$ cat src/rtl/fixedpoint_accum.sv
// Accumulates N signed fixed-point products in a guard-bit accumulator, then
// rounds half-up and saturates the block sum onto a narrower Q(WIO.WFO) output.
module fixedpoint_accum #(
  parameter int WII = 16,
  parameter int WFI = 16,
  parameter int WIO = 8,
  parameter int WFO = 8,
  parameter int N   = 8
) (
  input  logic                 clk,
  input  logic                 rst_n,
  input  logic                 clr,
  input  logic                 in_valid,
  output logic                 in_ready,
  input  logic [WII+WFI-1:0]   in_data,
  output logic                 out_valid,
  input  logic                 out_ready,
  output logic [WIO+WFO-1:0]   out_data,
  output logic                 out_sat
);

  localparam int IN_W  = WII + WFI;
  localparam int OUT_W = WIO + WFO;
  localparam int CNT_W = $clog2(N);
  localparam int ACC_W = IN_W + CNT_W;
  localparam int S     = WFI - WFO;

  localparam logic ST_ACC = 1'b0;
  localparam logic ST_OUT = 1'b1;

  // One extra bit above the accumulator so the rounding offset can never wrap.
  localparam logic signed [ACC_W:0] HALF = (ACC_W + 1)'(1) << (S - 1);
  localparam logic signed [ACC_W:0] MAXV = (ACC_W + 1)'((64'sd1 <<< (OUT_W - 1)) - 64'sd1);
  localparam logic signed [ACC_W:0] MINV = ~MAXV;

  localparam logic [OUT_W-1:0] MAX_CODE = {1'b0, {(OUT_W - 1){1'b1}}};
  localparam logic [OUT_W-1:0] MIN_CODE = {1'b1, {(OUT_W - 1){1'b0}}};

  logic signed [ACC_W-1:0] acc_q, acc_d;
  logic [CNT_W-1:0]        cnt_q, cnt_d;
  logic                    state_q, state_d;
  logic [OUT_W-1:0]        outData_q, outData_d;
  logic                    outSat_q, outSat_d;

  logic signed [ACC_W:0]   sumExt;
  logic signed [ACC_W:0]   rounded;
  logic signed [ACC_W:0]   shifted;
  logic                    accept;
  logic                    lastSample;

  assign in_ready   = (state_q == ST_ACC);
  assign out_valid  = (state_q == ST_OUT);
  assign out_data   = outData_q;
  assign out_sat    = outSat_q;

  assign accept     = in_valid && in_ready;
  assign lastSample = (cnt_q == CNT_W'(N - 1));

  assign sumExt  = $signed({acc_q[ACC_W-1], acc_q})
                 + $signed({{(CNT_W + 1){in_data[IN_W-1]}}, in_data});
  assign rounded = sumExt + HALF;
  assign shifted = rounded >>> S;

  // clr outranks everything: it neither accepts input nor completes an output handshake.
  always_comb begin
    acc_d     = acc_q;
    cnt_d     = cnt_q;
    state_d   = state_q;
    outData_d = outData_q;
    outSat_d  = outSat_q;
    if (clr) begin
      acc_d   = '0;
      cnt_d   = '0;
      state_d = ST_ACC;
    end else begin
      if (state_q == ST_OUT && out_ready) begin
        state_d = ST_ACC;
      end
      if (accept) begin
        if (lastSample) begin
          if (shifted > MAXV) begin
            outData_d = MAX_CODE;
            outSat_d  = 1'b1;
          end else if (shifted < MINV) begin
            outData_d = MIN_CODE;
            outSat_d  = 1'b1;
          end else begin
            outData_d = shifted[OUT_W-1:0];
            outSat_d  = 1'b0;
          end
          acc_d   = '0;
          cnt_d   = '0;
          state_d = ST_OUT;
        end else begin
          acc_d = sumExt[ACC_W-1:0];
          cnt_d = cnt_q + CNT_W'(1);
        end
      end
    end
  end

  always_ff @(posedge clk or negedge rst_n) begin
    if (!rst_n) begin
      acc_q     <= '0;
      cnt_q     <= '0;
      state_q   <= ST_ACC;
      outData_q <= '0;
      outSat_q  <= 1'b0;
    end else begin
      acc_q     <= acc_d;
      cnt_q     <= cnt_d;
      state_q   <= state_d;
      outData_q <= outData_d;
      outSat_q  <= outSat_d;
    end
  end

endmodule

$ cat config.mk
export PLATFORM = sky130hd
export DESIGN_NAME = fixedpoint_accum
export DESIGN_NICKNAME = d
export VERILOG_FILES = /design/src/rtl/fixedpoint_accum.sv
export SDC_FILE = /design/constraint.sdc
export NUM_CORES = 1
export LEC_CHECK = 0
export CORE_MARGIN = 1.5
export CORE_UTILIZATION = 35
export CTS_BUF_LIST = sky130_fd_sc_hd__clkbuf_4 sky130_fd_sc_hd__clkbuf_8 sky130_fd_sc_hd__clkbuf_16
export DETAILED_ROUTE_END_ITERATION = 7
export SYNTH_ARGS = -nofsm -noshare
export SYNTH_HDL_FRONTEND = slang
export SYNTH_SLANG_ARGS = --single-unit
$ cat constraint.sdc
create_clock -name clk -period 3.9 [get_ports clk]
set_clock_uncertainty 0.15 [all_clocks]
set_input_delay 0.78 -clock clk [delete_from_list [all_inputs] [get_ports clk]]
set_output_delay 0.78 -clock clk [all_outputs]
set_load 0.01 [all_outputs]
==> run metrics, run 1 <==
final hold violations=0; first-pass GRT wire length=37720 um; slowest CP cell=fa_2; All-Layer GR Usage=26.95%; Die Y-Extent=131.9 um; Site Rows=46; Post-CTS Hold Buffers=0; worst hold-check path type=input port to asynchronous set/reset pin; final non-filler cell total=1236; die width=131.9 um; register clock-pin slew on the reported worst setup and hold paths=0.09 ns; Post-DRT Antenna Nets=0; Die ar.=17410 um2; Power Total=4.024 mW; crit-path leading delay family=compound AO/OA/AOI/OAI gates; Crit Path Category=input port to flop; port bufs=55; P_leak=4.424 nW; Crit path required time=3.95 ns; CTS sink count=56; CTS tree=built; Initial DRT Pass Iterations=5; Detail Placement HPWL=16390 um; Power per Cell Area=391.6 nW/um2; Fill cells=1263; Syn Nets=761; cells taking the most area after synthesis=dfrtp_1 (24%), ha_1 (8.2%), a21oi_1 (4.1%), nand2_1 (3.9%), nor2_1 (3.5%); fin crit share=108.1%; CP Buf/Inv Count=5; post-synth top area share=24.08%; share of post-route cells with drive strength above 1=53.73%; failing checks=setup timing; EDFF count, synth=0; CTS buffer count=5; largest fanout on the critical path=8; Worst Setup Slack, final=-0.3163 ns; Clock Root Buffer=clkbuf_16; R2R depth=17; vias in the first global route=7387; Synth cell types=92; DRC Markers=0; setup TNS=-4.939 ns; GRT overflow=0; status=complete, but fails checks; Core Area=16060 um2; crit path time final=4.216 ns; WHS=0.3428 ns; first-iteration detailed-routing DRC count=424; Worst-Margin Slew=0.9323 ns; Crit. End Element=flop; sequential share of the synthesized area=24.08%; synthesis warning total=0; routed len/inst=19.20 um; total number of vias=7025; headroom to the max-slew limit=37.85%; Max-Cap Viols=0; Mapped Avg Cell Area=8.495 um2; initial antenna violation count=0; ys flop type=dfrtp_1; Critical Path Start Type=input port; num ports=56; pin count of the biggest net entering global routing=33; setup violators final=17; endpoint arrival time on the critical path=4.26 ns; max incr delay on CP=0.36 ns; Slew Limit Fails=0; fmax=0.2372 GHz; CTS HTree Levels=2; Place WS=-1.056 ns; Syn Std Cell Area=5819 um2; WP depth=19; Seq cells post-synth=56; Post-Synthesis Cells=685; dpl cells=1131; cell taking the most area after synthesis=dfrtp_1; crit-path cells=buf_6, ha_4, inv_2, fa_2, nand2b_4, a21oi_4, o21a_4, o211ai_1, a211oi_2, and4_4, nand4_1, nor4_4, buf_4, nand4_1, a21boi_4, o31ai_4, buf_6, buf_12, o22ai_2; asr flop ratio synth=100.0%; Diodes inserted=0; nets@finish=1095; routed wire length=23730 um; RSZ-0062 raised after global routing=true; Worst-Skew Late Latency=0.33 ns; clock buffer depth=2; Starting Density=36.24%; via-per-instance ratio=5.684; Area Overhead vs Synth=76.59%; Final GP Congestion=0.9767; Worst VDD drop=0.2492 mV
[path summary, 6_finish.rpt]
path / from / to / slack (ns)
min in group clk: acc_q[21]$_DFFE_PN0P_ / acc_q[21]$_DFFE_PN0P_ / 0.35
setup reg to reg: acc_q[13]$_DFFE_PN0P_ / out_data[2]$_DFFE_PN0P_ / -0.22
hold / removal: rst_n / acc_q[17]$_DFFE_PN0P_ / 0.34
setup / recovery: in_data[0] / out_data[2]$_DFFE_PN0P_ / -0.32
hold reg to reg: acc_q[21]$_DFFE_PN0P_ / acc_q[21]$_DFFE_PN0P_ / 0.35
max in group asynchronous: rst_n / out_data[5]$_DFFE_PN0P_ / 2.35
[synthesized netlist by cell type (3+ instances only)]
| cell type | count |
|---|---|
| or3_1 | 9 |
| xnor2_1 | 20 |
| ha_1 | 38 |
| nor4_2 | 3 |
| a21o_1 | 8 |
| clkbuf_1 | 13 |
| o21ai_0 | 37 |
| a211oi_2 | 6 |
| xnor2_2 | 3 |
| nand3_1 | 28 |
| and3_1 | 12 |
| mux2i_1 | 3 |
| o31ai_1 | 3 |
| a311oi_1 | 3 |
| buf_2 | 13 |
| nor2b_1 | 10 |
| o22ai_2 | 11 |
| and4_1 | 4 |
| nor3b_1 | 3 |
| or2_2 | 3 |
| a22o_1 | 23 |
| o21ai_2 | 6 |
| o21ai_1 | 9 |
| o21a_1 | 6 |
| inv_1 | 16 |
| nand3_2 | 4 |
| a32oi_1 | 3 |
| a211oi_1 | 9 |
| nand2b_1 | 4 |
| o21bai_1 | 5 |
| buf_6 | 6 |
| o211a_1 | 6 |
| a211o_1 | 4 |
| dfrtp_1 | 56 |
| o211ai_1 | 11 |
| nor3_1 | 12 |
| and2_1 | 13 |
| o22ai_1 | 5 |
| nor2_1 | 54 |
| nand2_1 | 61 |
| nor4_1 | 5 |
| xor2_1 | 11 |
| a21oi_2 | 5 |
| a21oi_1 | 48 |
| nand4_1 | 15 |
[metal layers]
metal | track usage (%) | vias up | wire length (um) | part of all wire (%)
li1 | - | 3281 | - | -
met5 | 0 | - | 0 | 0
met3 | 2.884 | 71 | 811 | 3.4
met1 | 31.53 | 3473 | 9709 | 41
met4 | 12.72 | 0 | 1001 | 4.2
met2 | 49.07 | 200 | 12210 | 51
[metrics by stage]
stage                     instance area [um2]  util (%)
after floorplan                          6003         -
after global placement                   8240     51.32
after detailed placement                 8240     51.32
after CTS                               10010     62.32
after global routing                    10280     63.99
final                                   10280     63.99
[cells in the final DEF, fill, tap and decap left out, drive strengths merged, types with 9 or more instances in the layout]
master | synthesis | layout
buf | 20 | 315
nand2 | 61 | 61
dfrtp | 56 | 56
nor2 | 55 | 55
a21oi | 54 | 54
o21ai | 52 | 52
ha | 38 | 38
nand3 | 32 | 32
clkdlybuf4s50 | 0 | 28
a22o | 23 | 23
xnor2 | 23 | 23
inv | 16 | 17
nand4 | 16 | 16
o22ai | 16 | 16
a211oi | 16 | 16
and2 | 14 | 14
o211ai | 13 | 13
and3 | 13 | 13
nor3 | 13 | 13
xor2 | 11 | 11
nor2b | 10 | 10
nor4 | 10 | 10
dlygate4sd2 | 0 | 9
or3 | 9 | 9
[report_power, final]
group	internal [mW]	total, mW	switching (mW)
clock	0.246	0.522	0.275
combinational	1.42	2.81	1.39
sequential	0.635	0.689	0.0546
[logic make-up (layout without fill, tap and decap cells)]
group / after synthesis / count (layout) / synth area share, %
compound gates: 242 / 242 / 31.91
xor+xnor: 34 / 34 / 5.504
fa+ha+maj: 39 / 39 / 8.514
buf+inv: 49 / 383 / 4.279
flops: 56 / 56 / 24.08
mux: 6 / 6 / 1.161
simple gates: 259 / 260 / 24.55
[what timing repair did]
item / in CTS / in global routing
pin swaps: 125 / 50
setup buffers: 79 / 16
endpoints found under the setup margin: 17 / 17
resized for setup: 234 / 50
gates cloned: 3 / 0
[flip-flops by register name, summed over array words and instances, names as in the netlist]
name and count:
cnt_q 3, out_valid 1, acc_q 35, out_sat 1, out_data 16
[area by class of cell]
class | count | area [um2] | area share, %
clock buffer | 5 | 125.1 | 1.218
inverter | 16 | 60.06 | 0.5844
sequential | 56 | 1401 | 13.64
tap | 216 | 270.3 | 2.630
multi-input combinational | 581 | 5419 | 52.73
clock inverter | 3 | 27.53 | 0.2679
timing repair buffer | 359 | 2973 | 28.93
(Power assumes the default switching activity.)
==> run 2, diff against run 1 <==
CTS_BUF_LIST = sky130_fd_sc_hd__clkbuf_4 sky130_fd_sc_hd__clkbuf_8   (was sky130_fd_sc_hd__clkbuf_4 sky130_fd_sc_hd__clkbuf_8 sky130_fd_sc_hd__clkbuf_16)
==> run metrics, run 2 (same netlist as run 1, synthesis figures left out) <==
Int Power=2.157 mW (-6.4%); routed wire length=23160 um (-2.4%); largest fanout on the critical path=7 (-1); Die ar.=17410 um2 (unchanged); first-pass GRT wire length=36870 um (-2.3%); Power per Cell Area=383.3 nW/um2 (-2.1%); Worst VDD drop=0.2243 mV (-10%); Placed Area=8240 um2 (unchanged); largest register by flop count=acc_q; clock buffer depth=2 (unchanged); die width=131.9 um (unchanged); first-iteration detailed-routing DRC count=406 (-4.2%); initial antenna violation count=0 (unchanged); Detail Placement HPWL=16390 um (unchanged); switching pwr=1.673 mW (-2.7%); All-Layer GR Usage=26.33% (-0.62 points); slowest CP cell=o31a_1; P_leak=4.280 nW (-3.3%); final hold violations=0 (unchanged); worst hold-check path type=input port to asynchronous set/reset pin; Place WS=-1.056 ns (unchanged); nets@finish=1082 (-1.2%); max reg flops=35 (unchanged); register clock-pin slew on the reported worst setup and hold paths=0.13 ns (+0.04 ns); Comb pwr share=71.7% (+1.8 points); CTS sink count=56 (unchanged); CTS buffer count=5 (unchanged); Worst-Skew Late Latency=0.36 ns (+0.03 ns); Critical Path Start Type=input port; GRT overflow=0 (unchanged); Diodes inserted=0 (unchanged); DRC Markers=0 (unchanged); share of post-route cells with drive strength above 1=51.84% (-1.9 points); port bufs=55 (unchanged); most common cell after layout, fill and taps aside=buf_4; Final GP Congestion=0.9767 (unchanged); fin area=9993 um2 (-2.8%); crit path time final=4.111 ns (-0.1055 ns); Reg power frac=18.0% (+0.9 points); Clock Root Buffer=clkbuf_8; status=complete, but fails checks; commonest non-fill, non-tap cells in the layout=buf_4 (276), nand2_1 (58), dfrtp_1 (56); CTS tree=built; headroom to the max-slew limit=38.74% (+0.90 points); Site Rows=46 (unchanged); Clock power frac=10.3% (-2.7 points); Power Total=3.830 mW (-4.8%); RSZ-0062 raised after global routing=true; Area Overhead vs Synth=71.73%; crit-path leading delay family=compound AO/OA/AOI/OAI gates; Crit. End Element=flop; total number of vias=6922 (-1.5%); CP Buf/Inv Count=5 (unchanged); Worst-Margin Slew=0.9188 ns (-0.01346 ns); Post-DRT Antenna Nets=0 (unchanged); Core Area=16060 um2 (unchanged); max incr delay on CP=0.35 ns (about the same); failing checks=setup timing; Max-Cap Viols=0 (unchanged); Crit path required time=3.99 ns (+0.04 ns); setup violators final=17 (unchanged); pin count of the biggest net entering global routing=33 (unchanged); num ports=56 (unchanged); sw frac=43.68% (+0.95 points); Starting Density=36.24% (unchanged); via-per-instance ratio=5.660 (-0.42%); CTS HTree Levels=2 (unchanged); vias in the first global route=7199 (-2.5%); Initial DRT Pass Iterations=5 (unchanged); Crit Path Category=input port to flop; crit-path most repeated cell=buf_4; routed len/inst=18.94 um (-1.4%); fin crit share=105.4% (-2.7 points); crit-path cells=clkdlybuf4s15_2, ha_4, a211oi_2, nor2_2, a211o_1, buf_4, o31a_1, nand2_1, o211a_1, buf_4, nand3_1, nor4_4, xnor2_2, and4b_1, a22oi_2, buf_4, clkbuf_16, o22ai_4; Worst Setup Slack, final=-0.2108 ns (+0.1055 ns); fmax=0.2433 GHz (+2.6%); endpoint arrival time on the critical path=4.20 ns (-0.06 ns); Die Y-Extent=131.9 um (unchanged); Slew Limit Fails=0 (unchanged)
[run 2: cell type report]
type | count | area (um2)
Clock inverter | 3 | 27.53
Fill cell | 1320 | 6065
Timing Repair Buffer | 346 | 2790
Tap cell | 216 | 270.3
Sequential cell | 56 | 1401
Multi-Input combinational cell | 581 | 5375
Clock buffer | 5 | 68.82
Inverter | 16 | 60.06
[run 2: stage by stage]
step	util (%)	hold slack, ns	cells	setup TNS [ns]
finish	62.23	0.3244	1223	-3.051
global route	62.23	0.3652	1223	-5.867
CTS	60.80	0.3398	1205	-2.360
detailed placement	51.32	0.3280	1131	-17.38
global placement	51.32	0.3186	1131	-16.44
floorplan	-	0.3038	685	-4.234
[run 2: worst paths after layout]
check / startpoint / end / slack (ns) / depth (start not counted)
max: in_data[10] / out_data[0]$_DFFE_PN0P_ / -0.21 / 18
min reg2reg: acc_q[21]$_DFFE_PN0P_ / acc_q[21]$_DFFE_PN0P_ / 0.36 / 2
min: rst_n / acc_q[17]$_DFFE_PN0P_ / 0.32 / 1
min in group clk: acc_q[21]$_DFFE_PN0P_ / acc_q[21]$_DFFE_PN0P_ / 0.36 / 2
max in group asynchronous: rst_n / out_data[1]$_DFFE_PN0P_ / 2.34 / 2
max reg2reg: acc_q[0]$_DFFE_PN0P_ / out_data[0]$_DFFE_PN0P_ / -0.14 / 18
[run 2: metal layers]
| metal | GRT usage [%] | part of all wire [%] |
|---|---|---|
| met1 | 31.26 | 40 |
| met5 | 0 | 0 |
| met3 | 2.884 | 4.1 |
| met2 | 47.59 | 51 |
| met4 | 11.91 | 4.3 |
[run 2: power groups by stage]
stage / clock network, mW / logic [mW] / registers [mW]
after floorplan: 0 / 1.11 / 0.673
after global placement: 0 / 2.01 / 0.682
after detailed placement: 0 / 2.04 / 0.684
after CTS: 0.402 / 2.55 / 0.690
after global routing: 0.418 / 2.91 / 0.697
final: 0.393 / 2.75 / 0.690
[run 2: worst register-to-register path, cell delays in order, from the launching register on]
cell	delay (ns)
dfrtp_1	0.41
ha_4	0.15
inv_2	0.04
fa_2	0.36
nand2b_4	0.17
a21oi_4	0.28
o21ba_4	0.25
buf_6	0.12
o21ai_4	0.06
a211oi_2	0.22
and3b_2	0.29
nand3_4	0.11
nor4_4	0.41
xnor2_2	0.17
and4b_1	0.23
a22oi_2	0.14
buf_4	0.15
clkbuf_16	0.15
o22ai_4	0.07
[run 2: repair_timing]
| action | 4_1_cts | 5_1_grt |
|---|---|---|
| buffers inserted | 63 | 21 |
| endpoints found under the setup margin | 17 | 17 |
| gates resized for setup | 222 | 23 |
| gates cloned | 3 | 0 |
| hold buffers | 0 | 0 |
| pin swaps | 113 | 24 |
==> run 3, diff against run 2 <==
clock period = 3.36 ns   (was 3.9 ns; I/O delays follow)
==> run metrics, run 3 (same netlist as run 1, synthesis figures left out) <==
Area Overhead vs Synth=59.94%; largest fanout on the critical path=15 (+8); WHS=0.01701 ns (-0.3074 ns); share of post-route cells with drive strength above 1=46.60% (-5.2 points); routed len/inst=18.99 um (+0.30%); Worst-Skew Late Latency=0.36 ns (about the same); fmax=0.2483 GHz; Crit. End Element=flop; CTS buffer count=5 (unchanged); RSZ-0062 raised after global routing=true; P_leak=3.982 nW (-7.0%); Worst-Margin Slew=0.6733 ns (-0.2456 ns); setup violators final=17 (unchanged); Worst Setup Slack, final=-0.6677 ns (-0.4568 ns); r2r endpoint=out_data[0]$_DFFE_PN0P_; pin count of the biggest net entering global routing=47 (+42%); nets@finish=1032 (-4.6%); Clock power frac=11.4% (+1.1 points); die width=131.9 um (unchanged); DRC Markers=0 (unchanged); worst setup path endpoint=out_data[3]$_DFFE_PN0P_; via-per-instance ratio=5.645 (-0.27%); worst setup path startpoint=in_data[23]; CTS tree=built; Final GP Congestion=1.004 (+2.8%); Diodes inserted=0 (unchanged); first-pass GRT wire length=36110 um (-2.1%); switching pwr=1.792 mW (+7.1%); Power Total=4.074 mW (+6.4%); final core occ=57.96% (-4.3 points); Max-Cap Viols=0 (unchanged); Reg power frac=19.7% (+1.7 points); Fill cells=1410 (+6.8%); worst hold-check path type=input port to asynchronous set/reset pin; final hold violations=0 (unchanged); Int Power=2.282 mW (+5.8%); WP depth=15 (-3); Crit Path Category=input port to flop; Power per Cell Area=437.7 nW/um2 (+14%); port bufs=55 (unchanged); routed wire length=22280 um (-3.8%); CTS HTree Levels=2 (unchanged); initial antenna violation count=0 (unchanged); FF-to-FF Start=acc_q[0]$_DFFE_PN0P_; headroom to the max-slew limit=55.12% (+16 points); CTS sink count=56 (unchanged); FF/Latch Area=1401 um2 (unchanged); sw frac=43.97% (+0.30 points); crit-path most repeated cell=mux2_2; Site Rows=46 (unchanged); Comb pwr share=69.0% (-2.7 points); Core Area=16060 um2 (unchanged); Critical Path Start Type=input port; clock buffer depth=2 (unchanged); register clock-pin slew on the reported worst setup and hold paths=0.14 ns (about the same); max reg flops=35 (unchanged); status=complete, but fails checks; crit path time final=4.028 ns; Die ar.=17410 um2 (unchanged); Slew Limit Fails=0 (unchanged); slowest CP cell=or3_4; crit-path leading delay family=compound AO/OA/AOI/OAI gates; GRT overflow=0 (unchanged); crit-path cells=clkdlybuf4s50_1, ha_1, a21oi_1, o21ai_2, a311oi_2, inv_1, or3_4, buf_6, and3_4, mux2_2, mux2_2, o211ai_1, o31ai_4, buf_12, o22ai_1; first-iteration detailed-routing DRC count=409 (+0.74%); Detail Placement HPWL=16770 um (+2.3%); flop-to-flop setup slack=-0.64 ns (-0.50 ns); commonest non-fill, non-tap cells in the layout=buf_4 (229), nand2_1 (56), dfrtp_1 (56); Clock Root Buffer=clkbuf_8; Place WS=-1.464 ns (-0.4076 ns); setup TNS=-10.71 ns (-7.656 ns); CP Buf/Inv Count=4 (-1); All-Layer GR Usage=25.76% (-0.57 points); total number of vias=6621 (-4.3%); fin crit share=119.9%; Multi-input gate area=5086 um2 (-5.4%); num ports=56 (unchanged); max incr delay on CP=0.43 ns (+0.08 ns); Die Y-Extent=131.9 um (unchanged); R2R depth=18 (unchanged); vias in the first global route=6939 (-3.6%); Post-DRT Antenna Nets=0 (unchanged); largest register by flop count=acc_q; Starting Density=36.24% (unchanged); endpoint arrival time on the critical path=4.15 ns (-0.05 ns); Worst VDD drop=0.2215 mV (-1.3%); most common cell after layout, fill and taps aside=buf_4; Crit path required time=3.49 ns (-0.50 ns); Initial DRT Pass Iterations=5 (unchanged); failing checks=setup timing
-- run 3: metal layers --
metal	wire (um)	GRT usage, %
met1	9313	30.25
met2	11260	47.35
met3	815	3.652
met4	895	9.506
met5	0	0
-- run 3: power by group through the flow --
stage	registers [mW]	logic (mW)	clock network, mW
floorplan	0.781	1.30	0
global placement	0.795	2.34	0
detailed placement	0.798	2.37	0
CTS	0.801	2.73	0.473
global route	0.808	3.00	0.499
finish	0.801	2.81	0.464
-- run 3: layout make-up --
| cell class | instances | share of cell area (%) |
|---|---|---|
| multi-input combinational | 580 | 54.64 |
| timing repair buffer | 297 | 25.70 |
| sequential | 56 | 15.06 |
| tap | 216 | 2.904 |
| clock buffer | 5 | 0.7393 |
| inverter | 16 | 0.6452 |
| clock inverter | 3 | 0.3092 |
-- run 3: what timing repair did --
action,CTS,global route
hold buffers,0,0
resized for setup,165,14
buffers inserted,34,7
cloned,0,0
hold endpoints to repair,0,0
pin swaps,79,6
setup endpoints to repair,21,17
-- run 3: worst min path at each step --
stage | from | to | slack [ns] | depth (start not counted)
after floorplan | rst_n | acc_q[0]$_DFFE_PN0P_ | 0.23 | 0
after global placement | acc_q[21]$_DFFE_PN0P_ | acc_q[21]$_DFFE_PN0P_ | 0.32 | 2
after detailed placement | acc_q[21]$_DFFE_PN0P_ | acc_q[21]$_DFFE_PN0P_ | 0.33 | 2
after CTS | rst_n | acc_q[25]$_DFFE_PN0P_ | 0.03 | 1
after global routing | rst_n | acc_q[25]$_DFFE_PN0P_ | 0.02 | 1
final | rst_n | acc_q[25]$_DFFE_PN0P_ | 0.02 | 1
-- run 3: per-stage QoR --
stage | area, um2 | std cells
floorplan | 6028 | 685
global placement | 8230 | 1128
detailed placement | 8230 | 1128
CTS | 9220 | 1167
global route | 9308 | 1173
finish | 9308 | 1173
